### src/rtl/serdes_rst_ctrl.sv
// serdes_rst_ctrl: transceiver reset sequencer.
// Drives PLL / TX / RX resets in order, waits for each lock/done status,
// retries on timeout and parks in FAIL after MAX_RETRY timeouts.
module serdes_rst_ctrl #(
  parameter int unsigned PLL_RST_CYC = 16,
  parameter int unsigned TIMEOUT     = 1000,
  parameter int unsigned MAX_RETRY   = 3
) (
  input  logic       clk,
  input  logic       rst_n,
  input  logic       soft_rst,
  input  logic       pll_lock,
  input  logic       tx_rst_done,
  input  logic       rx_cdr_lock,
  input  logic       rx_rst_done,
  output logic       pll_rst,
  output logic       tx_rst,
  output logic       rx_rst,
  output logic       link_ready,
  output logic       fail,
  output logic [3:0] retry_cnt,
  output logic [2:0] state
);

  typedef enum logic [2:0] {
    ST_PLL_RST  = 3'd0,
    ST_WAIT_PLL = 3'd1,
    ST_WAIT_TX  = 3'd2,
    ST_WAIT_RX  = 3'd3,
    ST_READY    = 3'd4,
    ST_FAIL     = 3'd5
  } state_e;

  localparam logic [15:0] PLL_LAST = 16'(PLL_RST_CYC - 1);
  localparam logic [15:0] TMO_LAST = 16'(TIMEOUT - 1);
  localparam logic [3:0]  RETRY_MAX = 4'(MAX_RETRY);

  // Raw status inputs packed so one synchronizer loop covers all of them.
  logic [3:0] async_in;
  logic [3:0] meta_reg;
  logic [3:0] sync_reg;

  assign async_in = {rx_rst_done, rx_cdr_lock, tx_rst_done, pll_lock};

  genvar gi;
  generate
    for (gi = 0; gi < 4; gi++) begin : g_sync
      // Two-flop synchronizer for one asynchronous status bit.
      always_ff @(posedge clk or negedge rst_n) begin
        if (!rst_n) begin
          meta_reg[gi] <= 1'b0;
          sync_reg[gi] <= 1'b0;
        end else begin
          meta_reg[gi] <= async_in[gi];
          sync_reg[gi] <= meta_reg[gi];
        end
      end
    end
  endgenerate

  logic pll_lock_s, tx_done_s, cdr_lock_s, rx_done_s;
  assign pll_lock_s = sync_reg[0];
  assign tx_done_s  = sync_reg[1];
  assign cdr_lock_s = sync_reg[2];
  assign rx_done_s  = sync_reg[3];

  state_e      state_reg, state_next;
  logic [15:0] timer_reg, timer_next;
  logic [3:0]  retry_reg, retry_next;
  logic [3:0]  retry_inc;
  logic        timeout_hit;

  assign retry_inc = (retry_reg == 4'd15) ? 4'd15 : retry_reg + 4'd1;

  // Next-state, retry and timer computation; soft_rst overrides everything.
  always_comb begin
    state_next  = state_reg;
    retry_next  = retry_reg;
    timeout_hit = 1'b0;
    if (soft_rst) begin
      state_next = ST_PLL_RST;
      retry_next = 4'd0;
    end else begin
      case (state_reg)
        ST_PLL_RST: begin
          if (timer_reg == PLL_LAST) state_next = ST_WAIT_PLL;
        end
        ST_WAIT_PLL: begin
          if (pll_lock_s)                  state_next  = ST_WAIT_TX;
          else if (timer_reg == TMO_LAST)  timeout_hit = 1'b1;
        end
        ST_WAIT_TX: begin
          if (tx_done_s)                   state_next  = ST_WAIT_RX;
          else if (timer_reg == TMO_LAST)  timeout_hit = 1'b1;
        end
        ST_WAIT_RX: begin
          if (cdr_lock_s && rx_done_s)     state_next  = ST_READY;
          else if (timer_reg == TMO_LAST)  timeout_hit = 1'b1;
        end
        ST_READY: begin
          if (!pll_lock_s)                 state_next = ST_PLL_RST;
          else if (!cdr_lock_s)            state_next = ST_WAIT_RX;
        end
        ST_FAIL: state_next = ST_FAIL;
        default: state_next = ST_PLL_RST;
      endcase
      // Exit condition already had priority above, so this is a true timeout.
      if (timeout_hit) begin
        retry_next = retry_inc;
        state_next = (retry_inc == RETRY_MAX) ? ST_FAIL : ST_PLL_RST;
      end
    end
    // Timer restarts on every state entry (soft_rst counts as re-entry).
    if (soft_rst || (state_next != state_reg))
      timer_next = 16'd0;
    else if (timer_reg != 16'hFFFF)
      timer_next = timer_reg + 16'd1;
    else
      timer_next = timer_reg;
  end

  // State, counters and outputs; outputs are decoded from the next state so
  // they change on the same edge as the state register.
  always_ff @(posedge clk or negedge rst_n) begin
    if (!rst_n) begin
      state_reg  <= ST_PLL_RST;
      timer_reg  <= 16'd0;
      retry_reg  <= 4'd0;
      pll_rst    <= 1'b1;
      tx_rst     <= 1'b1;
      rx_rst     <= 1'b1;
      link_ready <= 1'b0;
      fail       <= 1'b0;
    end else begin
      state_reg  <= state_next;
      timer_reg  <= timer_next;
      retry_reg  <= retry_next;
      pll_rst    <= (state_next == ST_PLL_RST) || (state_next == ST_FAIL);
      tx_rst     <= (state_next == ST_PLL_RST) || (state_next == ST_WAIT_PLL) ||
                    (state_next == ST_FAIL);
      rx_rst     <= (state_next != ST_WAIT_RX) && (state_next != ST_READY);
      link_ready <= (state_next == ST_READY);
      fail       <= (state_next == ST_FAIL);
    end
  end

  assign state     = state_reg;
  assign retry_cnt = retry_reg;

endmodule

### config.mk
export PLATFORM = sky130hd
export DESIGN_NAME = serdes_rst_ctrl
export DESIGN_NICKNAME = d
export VERILOG_FILES = /design/src/rtl/serdes_rst_ctrl.sv
export SDC_FILE = /design/constraint.sdc
export NUM_CORES = 1
export LEC_CHECK = 0
export BUFFER_PORTS_ARGS = -buffer_cell sky130_fd_sc_hd__buf_2
export CORE_UTILIZATION = 52
export DETAILED_ROUTE_END_ITERATION = 12
export PLACE_DENSITY = 0.74
export SLEW_MARGIN = 20
export SYNTH_ARGS = -nofsm -noshare
export SYNTH_HDL_FRONTEND = slang
export SYNTH_SLANG_ARGS = --single-unit
### constraint.sdc
create_clock -name clk -period 2.29 [get_ports clk]
set_input_delay 0.458 -clock clk [delete_from_list [all_inputs] [get_ports clk]]
set_output_delay 0.458 -clock clk [all_outputs]
set_load 0.005 [all_outputs]
==> results.txt <==
- The flow ran to the end, but the final reports show violations.
- The final reports fail on setup timing.
- The top cell type by area accounts for 43.25% of the synthesized area.
* Count of hold buffers inserted by post-cts repair: 0
- Starting density of the core: 55.90%
* Area of the die: 0.003918 mm2
* Initial antenna violation count: 0
- Power density over the cells: 426.8 mW/mm2
* Footprint of the flip-flops and latches: 904.6 um2
* Number of filler cells placed in the layout: 233
- Number of optimization iterations in the first detailed-route pass: 6
- The design draws 1.056 mW.
- H-tree depth: 2
* Maximum VDD drop: 0.0003829 V
* Ordered cell list for the critical path: or4_4 > nor4_4 > a41oi_2 > a21boi_4 > xor2_4 > buf_12 > nor4_1
- Number of antenna repair diodes: 0
- Fraction of registers with async set or reset after synthesis: 100.0%
* Remaining design rule violation count: 0
* Placer's final routability congestion estimate: 0.8274
- Data on the critical path arrives at its endpoint at 2760 ps.
- The count of nets left with antenna violations once routing finished came out at 0.
- Setup repair after global routing could not meet its margin everywhere.
* Vias after detailed routing: 1661
- Counting every net in the synthesized netlist gives 184.
- Worst setup path class: flip-flop to flip-flop
- Cell internal power was estimated by the tool at 0.7879 mW.
- The clock passes through at most 2 buffers.
* Endpoint required time on the critical path: 2530 ps
- Across all hold checks on the routed design, the worst slack comes to 172.6 ps.
* Seq/Total Area, Yosys: 47.38%
- During synthesis, Yosys emitted a total of 0 warnings.
- Max-slew headroom: 48.41%
- After synthesis, the mean cell area works out to 10.91 um2.
- Global routing consumed, over all layers together, 24.45% of the routing resources.
- In this run the horizontal extent of the chip is 62.60 um.
* Wire length of the first global-routing pass: 7.417 mm
* Number of hold violations in the final report: 0
* Largest area contributor in the synthesized netlist: sky130_fd_sc_hd__dfrtp_1
- The synthesized netlist contains 51 unique library cells.
- Summing all multi-input logic gate instances after layout gives 0.001087 mm2.
- Entering global routing, the biggest net connects 37 pins.
* Combinational Power Share: 5.0%
* Lkg Pwr: 1.056 nW
- By area the synthesized netlist is led by sky130_fd_sc_hd__dfrtp_1, sky130_fd_sc_hd__nor4_1, sky130_fd_sc_hd__dfstp_2.
* Most numerous cell in the Yosys netlist: sky130_fd_sc_hd__dfrtp_1
- Skew-Pair Late Insertion Delay: 340 ps
- The count of buffers added on input and output ports is 18.
- Along the worst path, the maximum fanout reaches 16.
* Final Max Slew Viols: 0
* Netlist area before placement: 0.001909 mm2
* Largest register FFs: 16
* Switching Share: 25.40%
- Nature of the critical path endpoint: flip-flop
- After legalization and detailed placement, the total HPWL measured 3.007 mm.
* Cts bufs inserted: 5
* Chip height: 62.60 um
- In this run the cell area measured after placement is 0.002231 mm2.
- At the placement stage, the worst setup path has a slack of -213.0 ps.
- TritonCTS built the clock tree.
- Clock sink count: 36
- Ranking of synthesized cells by instance count: sky130_fd_sc_hd__dfrtp_1, sky130_fd_sc_hd__nor4_1, sky130_fd_sc_hd__nand2_1, sky130_fd_sc_hd__nand3_1, sky130_fd_sc_hd__nor2_1
* P_sw: 0.2682 mW
- Area added between synthesis and finish: 29.62%
- CP peak stage delay: 570 ps
* Clock share of power: 32.8%
- Setup violations remaining at the end of the flow were counted as 17.
- Across the routed clock network, the largest skew measured is 6.534 ps.
* Post-layout instance area: 0.002475 mm2
* Floorplan Core Area: 0.003416 mm2
* Setup slack of the critical path after layout: -227.9 ps
- Number of DRC markers after the initial detailed-route iteration: 99
- Counting flops and latches in the post-synthesis netlist gives 36.
- In this run, synthesis inferred 0 flip-flops with an integrated enable.
* Share of final-layout standard cells stronger than drive strength 1: 41.52%
* Number of top-level pins: 19
* Routed length per placed instance: 16.97 um
- After clock tree synthesis, the clock-pin slew on the worst setup and hold paths is 120 ps.
* Synth Flop Type: sky130_fd_sc_hd__dfrtp_1
* Slowest cell on crit path: sky130_fd_sc_hd__or4_4
- At the pin with the least slew margin, the transition time is 773.8 ps.
* Fin crit period: 2518 ps
- The worst setup path is launched from a flip-flop.
- Cell count after synthesis: 175
- FP Rows: 21
- Aggregate routed wire length: 4.583 mm
- After global routing the overflow that remains totals 0.
- The path class of the tightest hold or removal check is primary input to asynchronous set/reset pin.
- Avg Vias per Cell: 6.152
- Max Fclk: 397.1 MHz
- Vias in the first global route: 1583
* Fin nets: 232
- Sequential group share of total power: 62.1%
- Number of maximum-capacitance constraint violations: 0
- In this run the clock root is driven by a sky130_fd_sc_hd__clkbuf_4.
- After layout, the worst path uses 110.0% of the clock period.
==> routing by layer <==
layer	wire length [um]	GRT usage, %	vias up
met3	329	5.657	18
met4	130	9.302	0
met1	1852	30.41	815
met2	2271	41.17	78
met5	0	0	-
li1	-	-	750
==> layout make-up <==
cell class / count / share of cell area, %
tap: 46 / 2.326
clock buffer: 5 / 1.517
sequential: 36 / 36.55
multi-input combinational: 129 / 43.93
clock inverter: 3 / 0.9606
timing repair buffer: 48 / 14.26
inverter: 3 / 0.4550
==> critical path: cells and delay by family, from the launching register on <==
kind	cells	cell delay [ps]
flops	1	400
simple gates	3	1260
buf+inv	1	170
compound gates	2	410
xor+xnor	1	170
==> layout by cell type (no fill, tap or decap), types with 5 or more instances in the layout <==
master                     instances
sky130_fd_sc_hd__buf_4            27
sky130_fd_sc_hd__xor2_1            5
sky130_fd_sc_hd__nand3_1           9
sky130_fd_sc_hd__o21ai_0           6
sky130_fd_sc_hd__nor3_1            7
sky130_fd_sc_hd__nor4_2            9
sky130_fd_sc_hd__nand2_1          10
sky130_fd_sc_hd__dfrtp_1          33
sky130_fd_sc_hd__buf_2            18
sky130_fd_sc_hd__nor4_4            5
sky130_fd_sc_hd__clkbuf_4          5
sky130_fd_sc_hd__xnor2_1           7
sky130_fd_sc_hd__nor2_1            9
==> through the flow <==
| step | utilization [%] | setup TNS (ps) | instances |
|---|---|---|---|
| 2_1_floorplan | - | -681.8 | 175 |
| 3_3_place_gp | 65.31 | -1549 | 258 |
| 3_5_place_dp | 65.31 | -3130 | 258 |
| 4_1_cts | 68.86 | -2318 | 267 |
| 5_1_grt | 72.45 | -3893 | 270 |
| 6_report | 72.45 | -2771 | 270 |
==> worst paths after layout <==
kind,slack (ps),end,depth (start not counted),from
setup / recovery,-230,timer_reg[12],7,state[2]
hold / removal,170,timer_reg[14],1,rst_n
setup reg to reg,-230,timer_reg[12],7,state[2]
hold reg to reg,360,tx_done_s,0,meta_reg[1]
max in group asynchronous,1630,cdr_lock_s,1,rst_n
min in group clk,210,meta_reg[3],1,rx_rst_done
==> repair_timing <==
action | CTS | global route
endpoints found under the setup margin | 18 | 20
gates resized for setup | 6 | 17
pin swaps | 0 | 4
setup buffers | 1 | 3
==> kinds of logic after synthesis <==
logic type,share of synthesized area (%)
simple gates,28.51
flops,47.38
compound gates,9.831
xor+xnor,8.388
buf+inv,3.014
mux,1.573
fa+ha+maj,1.310
==> power groups by stage <==
stage / Sequential (mW) / Clock, mW / Combinational (mW)
after global routing: 0.658 / 0.389 / 0.0599
final: 0.656 / 0.347 / 0.0533
after floorplan: 0.666 / 0 / 0.0177
after detailed placement: 0.668 / 0 / 0.0450
after global placement: 0.667 / 0 / 0.0431
after CTS: 0.656 / 0.360 / 0.0469
No activity file was read; power rests on OpenSTA's default activity.
